### config.mk
export PLATFORM = sky130hd
export DESIGN_NAME = lcd_stream_drive_flat
export DESIGN_NICKNAME = d
export VERILOG_FILES = /design/src/rtl/lcd_stream_drive_if.sv /design/src/rtl/lcd_stream_drive.sv /design/src/flat_wrapper.sv
export SDC_FILE = /design/constraint.sdc
export NUM_CORES = 1
export LEC_CHECK = 0
export CORE_MARGIN = 4
export CORE_UTILIZATION = 40
export DETAILED_ROUTE_END_ITERATION = 10
export SETUP_SLACK_MARGIN = 0.3
export SKIP_LAST_GASP = 1
export SYNTH_ARGS = -nofsm -noshare
export SYNTH_HDL_FRONTEND = slang
export SYNTH_SLANG_ARGS = --single-unit
### constraint.sdc
create_clock -name HCLK -period 5.2 [get_ports HCLK]
set_clock_uncertainty 0.1 [all_clocks]
set_input_delay 1.04 -clock HCLK [delete_from_list [all_inputs] [get_ports HCLK]]
set_output_delay 1.04 -clock HCLK [all_outputs]
set_load 0.005 [all_outputs]
### src/rtl/lcd_stream_drive_if.sv
`default_nettype none
// ============================================================================
// Module      : lcd_stream_drive_if
// Description : Pixel beat handshake bundle for lcd_stream_drive.
// Revision    : 1.0 - initial release
// ============================================================================
interface lcd_stream_drive_if #(
    parameter int DATA_W = 48
);
    logic              in_valid;
    logic [DATA_W-1:0] in_data;
    logic              in_ready;
    logic              out_valid;
    logic [DATA_W-1:0] out_data;

    modport master (
        output in_valid, in_data,
        input  in_ready, out_valid, out_data
    );

    modport slave (
        input  in_valid, in_data,
        output in_ready, out_valid, out_data
    );
endinterface
`default_nettype wire

### src/rtl/lcd_stream_drive.sv
`default_nettype none
// ============================================================================
// Module      : lcd_stream_drive
// Description : LCD frame timing generator with brightness-adjusted pixel path.
// Revision    : 1.0 - initial release
// ============================================================================
module lcd_stream_drive #(
    parameter int IMG_PIX_W   = 8,
    parameter int PIX_PER_CLK = 2,
    parameter int W_SIZE      = 12,
    parameter int W_DELAY     = 12,
    parameter int W_FCNT      = 16
) (
    input  wire logic               HCLK,
    input  wire logic               HRESETn,
    input  wire logic [W_SIZE-1:0]  cfg_width,
    input  wire logic [W_SIZE-1:0]  cfg_height,
    input  wire logic [W_DELAY-1:0] cfg_start_up_delay,
    input  wire logic [W_DELAY-1:0] cfg_vsync_cycle,
    input  wire logic [W_DELAY-1:0] cfg_vsync_delay,
    input  wire logic [W_DELAY-1:0] cfg_hsync_delay,
    input  wire logic [W_DELAY-1:0] cfg_frame_trans_delay,
    input  wire logic [1:0]         cfg_br_mode,
    input  wire logic [IMG_PIX_W-1:0] cfg_br_value,
    input  wire logic               cfg_continuous,
    input  wire logic               start,
    lcd_stream_drive_if.slave       bus,
    output logic                    out_vsync,
    output logic                    out_hsync,
    output logic                    frame_done,
    output logic                    busy,
    output logic [W_FCNT-1:0]       frame_cnt
);
    localparam int c_pix_bits = 3 * IMG_PIX_W;
    localparam int c_data_w   = c_pix_bits * PIX_PER_CLK;
    localparam int c_lane_sh  = $clog2(PIX_PER_CLK);
    localparam logic [W_DELAY:0] c_one_d = 1;
    localparam logic [W_SIZE:0]  c_one_s = 1;

    typedef enum logic [2:0] {
        S_IDLE, S_STARTUP, S_VSYNC, S_VDLY, S_HDLY, S_ACTIVE, S_FTRANS
    } state_t;

    typedef struct packed {
        logic [W_SIZE-1:0]    width;
        logic [W_SIZE-1:0]    height;
        logic [W_DELAY-1:0]   start_up;
        logic [W_DELAY-1:0]   vsync;
        logic [W_DELAY-1:0]   vdly;
        logic [W_DELAY-1:0]   hdly;
        logic [W_DELAY-1:0]   ftrans;
        logic [1:0]           br_mode;
        logic [IMG_PIX_W-1:0] br_value;
    } cfg_t;

    state_t              state_q, state_d;
    cfg_t                cfg_q, cfg_d;
    logic [W_DELAY-1:0]  cnt_q, cnt_d;
    logic [W_SIZE-1:0]   beat_q, beat_d;
    logic [W_SIZE-1:0]   line_q, line_d;
    logic [W_FCNT-1:0]   frame_cnt_q, frame_cnt_d;
    logic                out_valid_q, out_valid_d;
    logic [c_data_w-1:0] out_data_q, out_data_d;

    logic [W_DELAY-1:0]  delay_sel;
    logic                delay_done;
    logic                fire;
    logic                last_beat;
    logic [W_SIZE:0]     beats_per_line;
    logic [W_SIZE+2:0]   pix_base;
    logic [c_data_w-1:0] adj_data;

    function automatic logic [IMG_PIX_W-1:0] brighten(
        input logic [IMG_PIX_W-1:0] c,
        input logic [IMG_PIX_W-1:0] v,
        input logic [1:0]           mode
    );
        logic [IMG_PIX_W:0] sum;
        logic [IMG_PIX_W:0] diff;
        sum  = {1'b0, c} + {1'b0, v};
        diff = {1'b0, c} - {1'b0, v};
        case (mode)
            2'd1:    brighten = sum[IMG_PIX_W]  ? '1 : sum[IMG_PIX_W-1:0];
            2'd2:    brighten = diff[IMG_PIX_W] ? '0 : diff[IMG_PIX_W-1:0];
            default: brighten = c;
        endcase
    endfunction

    always_comb begin
        delay_sel = '0;
        case (state_q)
            S_STARTUP: delay_sel = cfg_q.start_up;
            S_VSYNC:   delay_sel = cfg_q.vsync;
            S_VDLY:    delay_sel = cfg_q.vdly;
            S_HDLY:    delay_sel = cfg_q.hdly;
            S_FTRANS:  delay_sel = cfg_q.ftrans;
            default:   delay_sel = '0;
        endcase
    end

    // A programmed delay of zero still occupies one cycle.
    assign delay_done = ({1'b0, cnt_q} + c_one_d) >= {1'b0, delay_sel};

    assign fire           = (state_q == S_ACTIVE) && bus.in_valid;
    assign beats_per_line = ({1'b0, cfg_q.width} + (W_SIZE+1)'(PIX_PER_CLK - 1)) >> c_lane_sh;
    assign last_beat      = ({1'b0, beat_q} + c_one_s) == beats_per_line;
    assign pix_base       = (W_SIZE+3)'(beat_q) << c_lane_sh;

    always_comb begin
        adj_data = '0;
        for (int k = 0; k < PIX_PER_CLK; k++) begin
            for (int c = 0; c < 3; c++) begin
                adj_data[k*c_pix_bits + c*IMG_PIX_W +: IMG_PIX_W] =
                    brighten(bus.in_data[k*c_pix_bits + c*IMG_PIX_W +: IMG_PIX_W],
                             cfg_q.br_value, cfg_q.br_mode);
            end
            // Lanes past the end of the line on a partial final beat.
            if ((pix_base + (W_SIZE+3)'(k)) >= (W_SIZE+3)'(cfg_q.width)) begin
                adj_data[k*c_pix_bits +: c_pix_bits] = '0;
            end
        end
    end

    always_comb begin
        state_d     = state_q;
        cfg_d       = cfg_q;
        cnt_d       = '0;
        beat_d      = beat_q;
        line_d      = line_q;
        frame_cnt_d = frame_cnt_q;
        frame_done  = 1'b0;
        out_valid_d = fire;
        out_data_d  = fire ? adj_data : out_data_q;

        case (state_q)
            S_IDLE: begin
                if (start && (cfg_width != '0) && (cfg_height != '0)) begin
                    cfg_d = '{cfg_width, cfg_height, cfg_start_up_delay, cfg_vsync_cycle,
                              cfg_vsync_delay, cfg_hsync_delay, cfg_frame_trans_delay,
                              cfg_br_mode, cfg_br_value};
                    line_d  = '0;
                    beat_d  = '0;
                    state_d = S_STARTUP;
                end
            end
            S_STARTUP: begin
                if (delay_done) state_d = S_VSYNC;
                else            cnt_d   = cnt_q + 1'b1;
            end
            S_VSYNC: begin
                if (delay_done) state_d = S_VDLY;
                else            cnt_d   = cnt_q + 1'b1;
            end
            S_VDLY: begin
                if (delay_done) state_d = S_HDLY;
                else            cnt_d   = cnt_q + 1'b1;
            end
            S_HDLY: begin
                if (delay_done) state_d = S_ACTIVE;
                else            cnt_d   = cnt_q + 1'b1;
            end
            S_ACTIVE: begin
                if (fire) begin
                    if (last_beat) begin
                        beat_d = '0;
                        if (({1'b0, line_q} + c_one_s) < {1'b0, cfg_q.height}) begin
                            line_d  = line_q + 1'b1;
                            state_d = S_HDLY;
                        end else begin
                            state_d = S_FTRANS;
                        end
                    end else begin
                        beat_d = beat_q + 1'b1;
                    end
                end
            end
            S_FTRANS: begin
                if (delay_done) begin
                    frame_done  = 1'b1;
                    frame_cnt_d = frame_cnt_q + 1'b1;
                    line_d      = '0;
                    state_d     = cfg_continuous ? S_VSYNC : S_IDLE;
                end else begin
                    cnt_d = cnt_q + 1'b1;
                end
            end
            default: state_d = S_IDLE;
        endcase
    end

    always_ff @(posedge HCLK or negedge HRESETn) begin
        if (!HRESETn) begin
            state_q     <= S_IDLE;
            cfg_q       <= '0;
            cnt_q       <= '0;
            beat_q      <= '0;
            line_q      <= '0;
            frame_cnt_q <= '0;
            out_valid_q <= 1'b0;
            out_data_q  <= '0;
        end else begin
            state_q     <= state_d;
            cfg_q       <= cfg_d;
            cnt_q       <= cnt_d;
            beat_q      <= beat_d;
            line_q      <= line_d;
            frame_cnt_q <= frame_cnt_d;
            out_valid_q <= out_valid_d;
            out_data_q  <= out_data_d;
        end
    end

    assign bus.in_ready  = (state_q == S_ACTIVE);
    assign bus.out_valid = out_valid_q;
    assign bus.out_data  = out_data_q;
    assign out_vsync     = (state_q == S_VSYNC);
    assign out_hsync     = (state_q == S_HDLY) && (cnt_q == '0);
    assign busy          = (state_q != S_IDLE);
    assign frame_cnt     = frame_cnt_q;
endmodule
`default_nettype wire

### src/flat_wrapper.sv
// flat-port wrapper written by rule: the top's interface ports become plain ports
module lcd_stream_drive_flat 
#(
    parameter int IMG_PIX_W   = 8,
    parameter int PIX_PER_CLK = 2,
    parameter int W_SIZE      = 12,
    parameter int W_DELAY     = 12,
    parameter int W_FCNT      = 16
)
  (HCLK, HRESETn, cfg_width, cfg_height, cfg_start_up_delay, cfg_vsync_cycle, cfg_vsync_delay, cfg_hsync_delay, cfg_frame_trans_delay, cfg_br_mode, cfg_br_value, cfg_continuous, start, out_vsync, out_hsync, frame_done, busy, frame_cnt, bus_in_valid, bus_in_data, bus_in_ready, bus_out_valid, bus_out_data);
  lcd_stream_drive_if #(.DATA_W((48))) bus_i ();
  input  wire logic HCLK;
  input  wire logic HRESETn;
  input  wire logic [W_SIZE-1:0] cfg_width;
  input  wire logic [W_SIZE-1:0] cfg_height;
  input  wire logic [W_DELAY-1:0] cfg_start_up_delay;
  input  wire logic [W_DELAY-1:0] cfg_vsync_cycle;
  input  wire logic [W_DELAY-1:0] cfg_vsync_delay;
  input  wire logic [W_DELAY-1:0] cfg_hsync_delay;
  input  wire logic [W_DELAY-1:0] cfg_frame_trans_delay;
  input  wire logic [1:0] cfg_br_mode;
  input  wire logic [IMG_PIX_W-1:0] cfg_br_value;
  input  wire logic cfg_continuous;
  input  wire logic start;
  output logic out_vsync;
  output logic out_hsync;
  output logic frame_done;
  output logic busy;
  output logic [W_FCNT-1:0] frame_cnt;
  input wire logic [$bits(bus_i.in_valid)-1:0] bus_in_valid;
  input wire logic [$bits(bus_i.in_data)-1:0] bus_in_data;
  output wire logic [$bits(bus_i.in_ready)-1:0] bus_in_ready;
  output wire logic [$bits(bus_i.out_valid)-1:0] bus_out_valid;
  output wire logic [$bits(bus_i.out_data)-1:0] bus_out_data;
  assign bus_i.in_valid = bus_in_valid;
  assign bus_i.in_data = bus_in_data;
  assign bus_in_ready = bus_i.in_ready;
  assign bus_out_valid = bus_i.out_valid;
  assign bus_out_data = bus_i.out_data;
  lcd_stream_drive #(.IMG_PIX_W(IMG_PIX_W), .PIX_PER_CLK(PIX_PER_CLK), .W_SIZE(W_SIZE), .W_DELAY(W_DELAY), .W_FCNT(W_FCNT)) u_core (.HCLK(HCLK), .HRESETn(HRESETn), .cfg_width(cfg_width), .cfg_height(cfg_height), .cfg_start_up_delay(cfg_start_up_delay), .cfg_vsync_cycle(cfg_vsync_cycle), .cfg_vsync_delay(cfg_vsync_delay), .cfg_hsync_delay(cfg_hsync_delay), .cfg_frame_trans_delay(cfg_frame_trans_delay), .cfg_br_mode(cfg_br_mode), .cfg_br_value(cfg_br_value), .cfg_continuous(cfg_continuous), .start(start), .bus(bus_i), .out_vsync(out_vsync), .out_hsync(out_hsync), .frame_done(frame_done), .busy(busy), .frame_cnt(frame_cnt));
endmodule
==> results.tsv <==
metric	value	unit
cts_setup_buffers	0	
track_usage	22.3	%
n_fill_cell	3462	
reg2reg_from	u_core.line_q[0]	
start_kind	register	
hold_slack	370	ps
cts_root_buf	clkbuf_16	
gp_congestion	0.922	
synth_area_leaders	dfrtp_1 33%, ha_1 12%, mux2_2 8.3%, o21ai_0 4.3%, a21oi_1 3.4%	
run_status	finished clean	
initial_utilization	40.6	%
grt_max_degree	98	
syn_area	14900	sq um
finalHoldViolations	0	
nets	2076	
clk_latency	460	ps
rr_endpoint	u_core.line_q[0]	
routedWlPerCell	20.2	um
diodes	0	
syn_area_per_cell	9.36	sq um
cp_max_fo	12	
synthFlopType	dfrtp_1	
routed_wl	45600	um
grt_pass1_wl	72200	um
synth_warnings	0	
cp-endpoint	frame_done	
clock-sinks	198	
dp_hpwl	34300	um
cts_buffers	17	
final_common_cell	clkdlybuf4s50_1	
ys_seq_area_share	33.4	%
portBuffers	216	
ir_worst_vdd	280	uV
area_growth	22.0	%
final_cell_mix	215 x clkdlybuf4s50_1, 197 x dfrtp_1, 139 x ha_1, 127 x o21ai_0, 126 x inv_1	
drtPass1Iterations	7	
io_pins	217	
synth-seq-cells	198	
period_share	88.8	%
fmax	217	MHz
crit_type	reg2out	
synth_nets	1885	
antenna_found_initial	3	
worstHoldPathType	reg2reg	
async_flop_share	100	%
crit_required	4060	ps
htree_num_levels	4	
synth_cell_types	86	
drt_iter0_drc	695	
cts_tree	yes	
path_cells	buf_4 -> nand2b_2 -> o22a_1 -> ha_1 -> nand4_1 -> o21ai_0 -> o211ai_1 -> a31o_2 -> a21oi_2 -> clkdlybuf4s50_1	
r2r_slack	1150	ps
slowest_delay	540	ps
overflow	0	
rows	70	
synth_edf_count	0	
crit_path_end_kind	output pin	
drv_cap	0	
grt_pass1_vias	12753	
dp_slack	871	ps
max-slew-margin-rel	25.0	%
cp-startpoint	u_core.state_q[2]	
drv_slew	0	
r2r_cells	15	
netlist_instances	1587	
final.setup.tns	0	ps
p_leak	0.00816	uW
ctsHoldBuffers	0	
arrival	3480	ps
setup_viol	0	
clk_pin_slew	90	ps
vias	12863	
drc	0	
p_per_area	538	nW/um^2
rsz0062_at_grt	false	
dieArea	40300	sq um
yosysTopAreaCell	dfrtp_1	
critPathSlowestCell	clkdlybuf4s50_1	
die_w	201	um
tightest_slew	1130	ps
drive_gt1_share	11.0	%
min_period	4620	ps
antenna_left	0	
synth_top_area_share	33.4	%
clockBufferDepth	2	
avgViaCountPerCell	5.69	
fin_ws	584	ps
core	36600	sq um
die-height	201	um
Yosys cell counts (9+ instances only):
cell / number
a211oi_1: 9
a21o_1: 32
a21oi_1: 102
a221oi_1: 15
a22o_1: 15
a22oi_1: 17
a31oi_1: 10
a32oi_1: 10
and3_1: 24
and4_1: 9
clkbuf_1: 57
dfrtp_1: 198
fa_1: 12
ha_1: 139
inv_1: 126
mux2_2: 109
mux2i_1: 18
nand2_1: 95
nand2b_1: 19
nand3_1: 55
nand4_1: 9
nor2_1: 64
nor2b_1: 31
nor3_1: 20
nor4_1: 11
o211ai_1: 9
o21a_1: 19
o21ai_0: 127
o21bai_1: 10
o22a_1: 12
o31ai_1: 10
xnor2_1: 40
xor2_1: 25
critical path, delay by kind of cell (launching register included):
family,cells,cell delay [ps]
DFF,1,480
AOI/OAI and AO/OA,5,1030
adders and majority gates,1,330
buffers and inverters,2,760
and+or+nand+nor,2,400
how the worst min path moves through the flow:
stage | startpoint | endpoint | slack [ps] | cells past startpoint
finish | u_core.bus.out_data[43] | u_core.bus.out_data[43] | 370 | 2
global route | u_core.bus.out_data[17] | u_core.bus.out_data[17] | 400 | 1
CTS | u_core.bus.out_data[43] | u_core.bus.out_data[43] | 380 | 2
detailed placement | u_core.bus.out_data[42] | u_core.bus.out_data[42] | 360 | 2
global placement | u_core.bus.out_data[42] | u_core.bus.out_data[42] | 350 | 2
floorplan | u_core.bus.out_data[42] | u_core.bus.out_data[42] | 360 | 2
area by class of cell:
| type | instances | area, sq um | area share [%] |
|---|---|---|---|
| clock buffer | 19 | 443 | 2.44 |
| tap | 468 | 586 | 3.23 |
| clock inverter | 13 | 155 | 0.856 |
| timing repair buffer | 240 | 2360 | 13.0 |
| multi-input combinational | 1194 | 9150 | 50.5 |
| inverter | 127 | 477 | 2.63 |
| sequential | 198 | 4960 | 27.3 |
state kept, by name (all words and copies together) (netlist names):
name,count
u_core.cfg_q,94
u_core.bus.out_data,48
u_core.frame_cnt,16
u_core.beat_q,12
u_core.cnt_q,12
u_core.line_q,12
u_core.state_q,3
u_core.bus.out_valid,1
report_power, final:
part	switching, uW	internal (uW)
Sequential	464	2070
Clock	711	663
Combinational	3270	2560
layer usage:
metal | part of all wire, % | wire [um] | global-route usage (%) | vias to the layer above
met5 | 0.068 | 31 | 0 | -
met4 | 2.4 | 1110 | 6.81 | 6
met3 | 6.3 | 2890 | 4.62 | 69
met2 | 45 | 20400 | 35.1 | 446
met1 | 46 | 21200 | 31.1 | 6198
li1 | - | - | - | 6144
what timing repair did:
action / CTS / global route
setup endpoints to repair: 0 / 1
hold endpoints to repair: 0 / 0
gates resized for setup: 0 / 3
cells by family (layout without fill, tap and decap cells):
group	count (synthesis)	in the layout	share of synthesized area, %
flops	198	198	33.4
mux	127	127	9.48
buf+inv	195	399	5.16
compound gates	461	461	20.4
fa+ha+maj	151	151	13.3
simple gates	385	385	13.7
xor+xnor	70	70	4.51
through the flow:
step / cells / power (uW) / area, sq um / utilization [%]
finish: 2259 / 9750 / 18100 / 49.5
detailed placement: 2227 / 8340 / 17500 / 47.9
global placement: 2227 / 8240 / 17500 / 47.9
floorplan: 1587 / 6470 / 14900 / -
global route: 2259 / 10500 / 18100 / 49.5
CTS: 2259 / 9750 / 18100 / 49.5
Power figures use the tool's default switching activity.
==> variant 1 (same flow settings) <==
Put a register stage on the outputs `out_vsync` and `out_hsync`, cleared by the reset. The values now appear one clock later. The other outputs are not delayed to match.
--- a/src/rtl/lcd_stream_drive.sv
+++ b/src/rtl/lcd_stream_drive.sv
@@ -214,6 +214,13 @@
     assign bus.out_valid = out_valid_q;
     assign bus.out_data  = out_data_q;
-    assign out_vsync     = (state_q == S_VSYNC);
-    assign out_hsync     = (state_q == S_HDLY) && (cnt_q == '0);
+    always_ff @(posedge HCLK or negedge HRESETn) begin
+        if (!HRESETn) begin
+            out_vsync <= '0;
+            out_hsync <= '0;
+        end else begin
+            out_vsync <= (state_q == S_VSYNC);
+            out_hsync <= (state_q == S_HDLY) && (cnt_q == '0);
+        end
+    end
     assign busy          = (state_q != S_IDLE);
     assign frame_cnt     = frame_cnt_q;
Function: changed (a bounded check fails within 4 cycles, from zero or initial values and one cycle with HRESETn low).
==> variant 1 against the unedited design <==
  * Sequential share of layout area rose by 0.16 points
  * Sequential power rose by 7%
  * Synthesized cell count fell by 0.63%
  * Total power fell by 2.3%
  * Synthesized area fell by 0.12%
  * Highest routed layer unchanged
  * Largest cell class unchanged
  * Critical endpoint unchanged
  * Worst setup slack got worse by 0.012 ns
  * Wire length fell by 2.3%
  * Utilization rose by 0.29 points
  * Sequential cell count rose by 2
  * Register-to-register slack got worse by 0.07 ns
  * Design area rose by 0.59%
  * Final cell count barely moved
==> variant 1: results (changes against the unedited design) <==
yosys:
  synthTopCellsByArea: "sky130_fd_sc_hd__dfrtp_1 34%, sky130_fd_sc_hd__ha_1 12%, sky130_fd_sc_hd__mux2_2 8.6%"
  adder_cell_area_share_of_the_yosys_netlist: 0.133  # +0.000157
  synth_area_in_compound_gates: 0.190  # -0.0141
  synthDistinctLibCells: 68  # -21%
  part_of_the_yosys_area_used_for_sequential_elements: 0.337  # +0.00377
  yosys-mux-area-fraction: 0.101  # +0.00652
timing:
  relSlewSlack: 0.149  # -0.101
route:
  dr.first_iter.drc_count: 653  # -6.0%
  drt-vias-per-instance: 5.62  # -1.3%
  routed_wl_mm: 44.6  # -2.3%
placed_design:
  detailedPlacementHpwl_mm: 33.5  # -2.5%
  gp_routability_congestion: 0.894  # -3.1%
critical_path:
  cp_slowest_stage_delay_ns: 0.48  # -0.06 ns
  timing.rr.start: "u_core.cfg_q[1]"
  cp-startpoint: "u_core.cnt_q[0]"
power_and_ir_drop:
  seqPwrFrac: 0.286  # +0.026
  finalPower_mw: 9.53  # -2.3%
grt:
  number_of_global_route_vias_before_repair: 12700  # -0.64%
  track_usage: 0.219  # -0.00393
  grt_max_degree: 85  # -13%
  grt_pass1_wl_mm: 71.4  # -1.1%
min_path:
  holdCritStartpoint: "u_core.bus.out_data[21]"
status:
  outcome: "finished, final reports clean"
finish:
  filler_cell_count: 3429  # -0.95%
clock_tree:
  postCtsResizedCells: 3  # +3
[variant 1: cell count changes in the layout (fill, tap and decap cells not counted), sizes merged, moves of 12 or more]
cell / change
o22a: -12
xnor2: +23
nand3: -14
a211oi: +15
o21ai: +19
nor3: +15
a22oi: -17
nand4: +12
[variant 1: stage by stage]
| stage | instances | utilization | cell area (sq um) | hold slack [ns] |
|---|---|---|---|---|
| floorplan | 1577 | - | 14800 | 0.368 |
| global placement | 2225 | 0.480 | 17600 | 0.361 |
| detailed placement | 2225 | 0.480 | 17600 | 0.370 |
| CTS | 2257 | 0.497 | 18200 | 0.387 |
| global route | 2258 | 0.498 | 18200 | 0.407 |
| finish | 2258 | 0.498 | 18200 | 0.384 |
[variant 1: path summary, 6_finish.rpt]
check                                          end  slack, ns  depth (start not counted)
max in group asynchronous         u_core.cfg_q[16]       3.39                          2
max reg2reg                u_core.bus.out_data[41]       1.08                         10
max                                     frame_done       0.57                         12
min reg2reg                u_core.bus.out_data[21]       0.38                          2
min                        u_core.bus.out_data[21]       0.38                          2
min in group asynchronous  u_core.bus.out_data[17]       0.48                          1
[variant 1: final cells by class]
type                            count  area (sq um)  share of cell area
Sequential cell                   200          5010               0.275
Timing Repair Buffer              243          2410               0.132
Tap cell                          468           586              0.0321
Clock buffer                       18           439              0.0241
Clock inverter                     14           175             0.00961
Multi-Input combinational cell   1193          9160               0.502
Inverter                          122           458              0.0251
[variant 1: worst max-delay path: cells and delay by family, from the launching register on]
kind            cells  cell delay, ns
simple gates        3            0.45
fa+ha+maj           2            0.51
buf+inv             2            0.64
xor+xnor            1            0.24
compound gates      4            0.77
flops               1            0.42
[variant 1: routing by layer]
layer,routed length (um),track usage
met1,20900,0.307
met2,20500,0.350
met3,2300,0.0430
met4,822,0.0568
met5,20,0
==> variant 2 (same flow settings) <==
Without the edit above. `W_FCNT` is set to 16 in 2 places; all go to 32.
--- a/src/rtl/lcd_stream_drive.sv
+++ b/src/rtl/lcd_stream_drive.sv
@@ -10,5 +10,5 @@
     parameter int W_SIZE      = 12,
     parameter int W_DELAY     = 12,
-    parameter int W_FCNT      = 16
+    parameter int W_FCNT      = 32
 ) (
     input  wire logic               HCLK,
--- a/src/flat_wrapper.sv
+++ b/src/flat_wrapper.sv
@@ -6,5 +6,5 @@
     parameter int W_SIZE      = 12,
     parameter int W_DELAY     = 12,
-    parameter int W_FCNT      = 16
+    parameter int W_FCNT      = 32
 )
   (HCLK, HRESETn, cfg_width, cfg_height, cfg_start_up_delay, cfg_vsync_cycle, cfg_vsync_delay, cfg_hsync_delay, cfg_frame_trans_delay, cfg_br_mode, cfg_br_value, cfg_continuous, start, out_vsync, out_hsync, frame_done, busy, frame_cnt, bus_in_valid, bus_in_data, bus_in_ready, bus_out_valid, bus_out_data);
Ports: changed (resized frame_cnt); port bits go from 217 to 233. No check against the original RTL was run, so the function may have changed too.
==> variant 2 against the unedited design <==
  * Synthesized area grew 4.6%
  * Worst setup slack lost 0.13 ns
  * Sequential cell count grew 16
  * Wire length grew 6.0%
  * Total power grew 11%
  * Synthesized cell count grew 4.8%
  * Non-clock buffer count grew 25
  * Design area grew 7.4%
==> variant 2: results (changes against the unedited design) <==
status:
  outcome: "finished, final reports clean"
grt:
  gr-usage-met1: 0.320  # +0.00910
  grt_antenna_before_repair: 6  # +3
  track_usage: 0.224  # +0.00116
  grt_pass1_wl_mm: 75.2  # +4.2%
placed_design:
  gp_routability_congestion: 0.920  # -0.23%
  detailedPlacementHpwl_mm: 36.1  # +5.2%
  post-place-ws_ns: 0.691  # -0.181 ns
yosys:
  synth.avg_cell_area_sq_um: 9.35  # -0.14%
  synth.net_count: 1961  # +4.0%
  synthDistinctLibCells: 73  # -15%
  synthTopCellsByCount: "214 x sky130_fd_sc_hd__dfrtp_1, 139 x sky130_fd_sc_hd__ha_1, 130 x sky130_fd_sc_hd__nand2_1, 127 x sky130_fd_sc_hd__inv_1, 107 x sky130_fd_sc_hd__a21oi_1"
power_and_ir_drop:
  power.ir.vdd_worst_mv: 0.351  # +25%
  switching_share: 0.434  # -0.0220
  clkPwrFrac: 0.179  # +0.038
finish:
  nNetsFinal: 2185  # +5.3%
clock_tree:
  postCtsResizedCells: 1  # +1
  maximum_clock_path_buffer_count: 3  # +1
  cts-buffers-inserted: 26  # +9
  cts.clk_slew.worst_paths_ns: 0.06  # -0.03 ns
route:
  drt-vias-per-instance: 5.57  # -2.2%
  dr.first_iter.drc_count: 952  # +37%
  amount_of_wire_on_met2_after_detailed_routing_mm: 21.8  # +6.5%
  routed_wl_mm: 48.4  # +6.0%
  route.detailed.wl_per_inst_um: 20.0  # -0.97%
critical_path:
  timing.reg2reg.worst_path_depth: 14  # -1
  crit_path_max_fanout: 10  # -2
  timing.rr.start: "u_core.state_q[1]"
  rrSetupSlack_ns: 0.99  # -0.16 ns
  cp_slowest_stage_delay_ns: 0.48  # -0.06 ns
variant 2: worst register-to-register path, cell delays in order (launching register included):
cell                         delay (ns)
sky130_fd_sc_hd__dfrtp_2           0.50
sky130_fd_sc_hd__clkinvlp_4        0.11
sky130_fd_sc_hd__buf_4             0.19
sky130_fd_sc_hd__buf_4             0.14
sky130_fd_sc_hd__buf_4             0.09
sky130_fd_sc_hd__nand3_1           0.34
sky130_fd_sc_hd__inv_1             0.57
sky130_fd_sc_hd__nand2_2           0.10
sky130_fd_sc_hd__a2111oi_0         0.42
sky130_fd_sc_hd__buf_4             0.20
sky130_fd_sc_hd__and2_1            0.43
sky130_fd_sc_hd__buf_4             0.35
sky130_fd_sc_hd__o21ai_0           0.16
sky130_fd_sc_hd__or3_1             0.32
sky130_fd_sc_hd__o211ai_1          0.09
variant 2: cell families (layout without fill, tap and decap cells):
group           Yosys count  after routing  synth area share
mux                     127            127            0.0896
buf+inv                 196            439            0.0486
xor+xnor                120            120            0.0694
fa+ha+maj               151            151             0.127
flops                   214            214             0.344
other cells               0              2                 0
compound gates          423            423             0.182
simple gates            432            432             0.139
variant 2: worst max-delay path by stage:
stage	start	to	slack (ns)	cells past startpoint
floorplan	u_core.state_q[2]	frame_done	1.18	12
CTS	u_core.state_q[1]	frame_done	0.31	11
global route	u_core.state_q[2]	frame_done	0.27	12
finish	u_core.state_q[2]	frame_done	0.46	12
detailed placement	u_core.state_q[1]	frame_done	0.69	11
global placement	u_core.state_q[1]	frame_done	0.72	11
variant 2: area by class of cell:
cell class,instances,area (sq um)
multi-input combinational,1253,9460
antenna,2,5.00
inverter,127,480
fill,3645,18600
timing repair buffer,265,2600
tap,511,639
clock inverter,15,213
clock buffer,32,713
sequential,214,5360
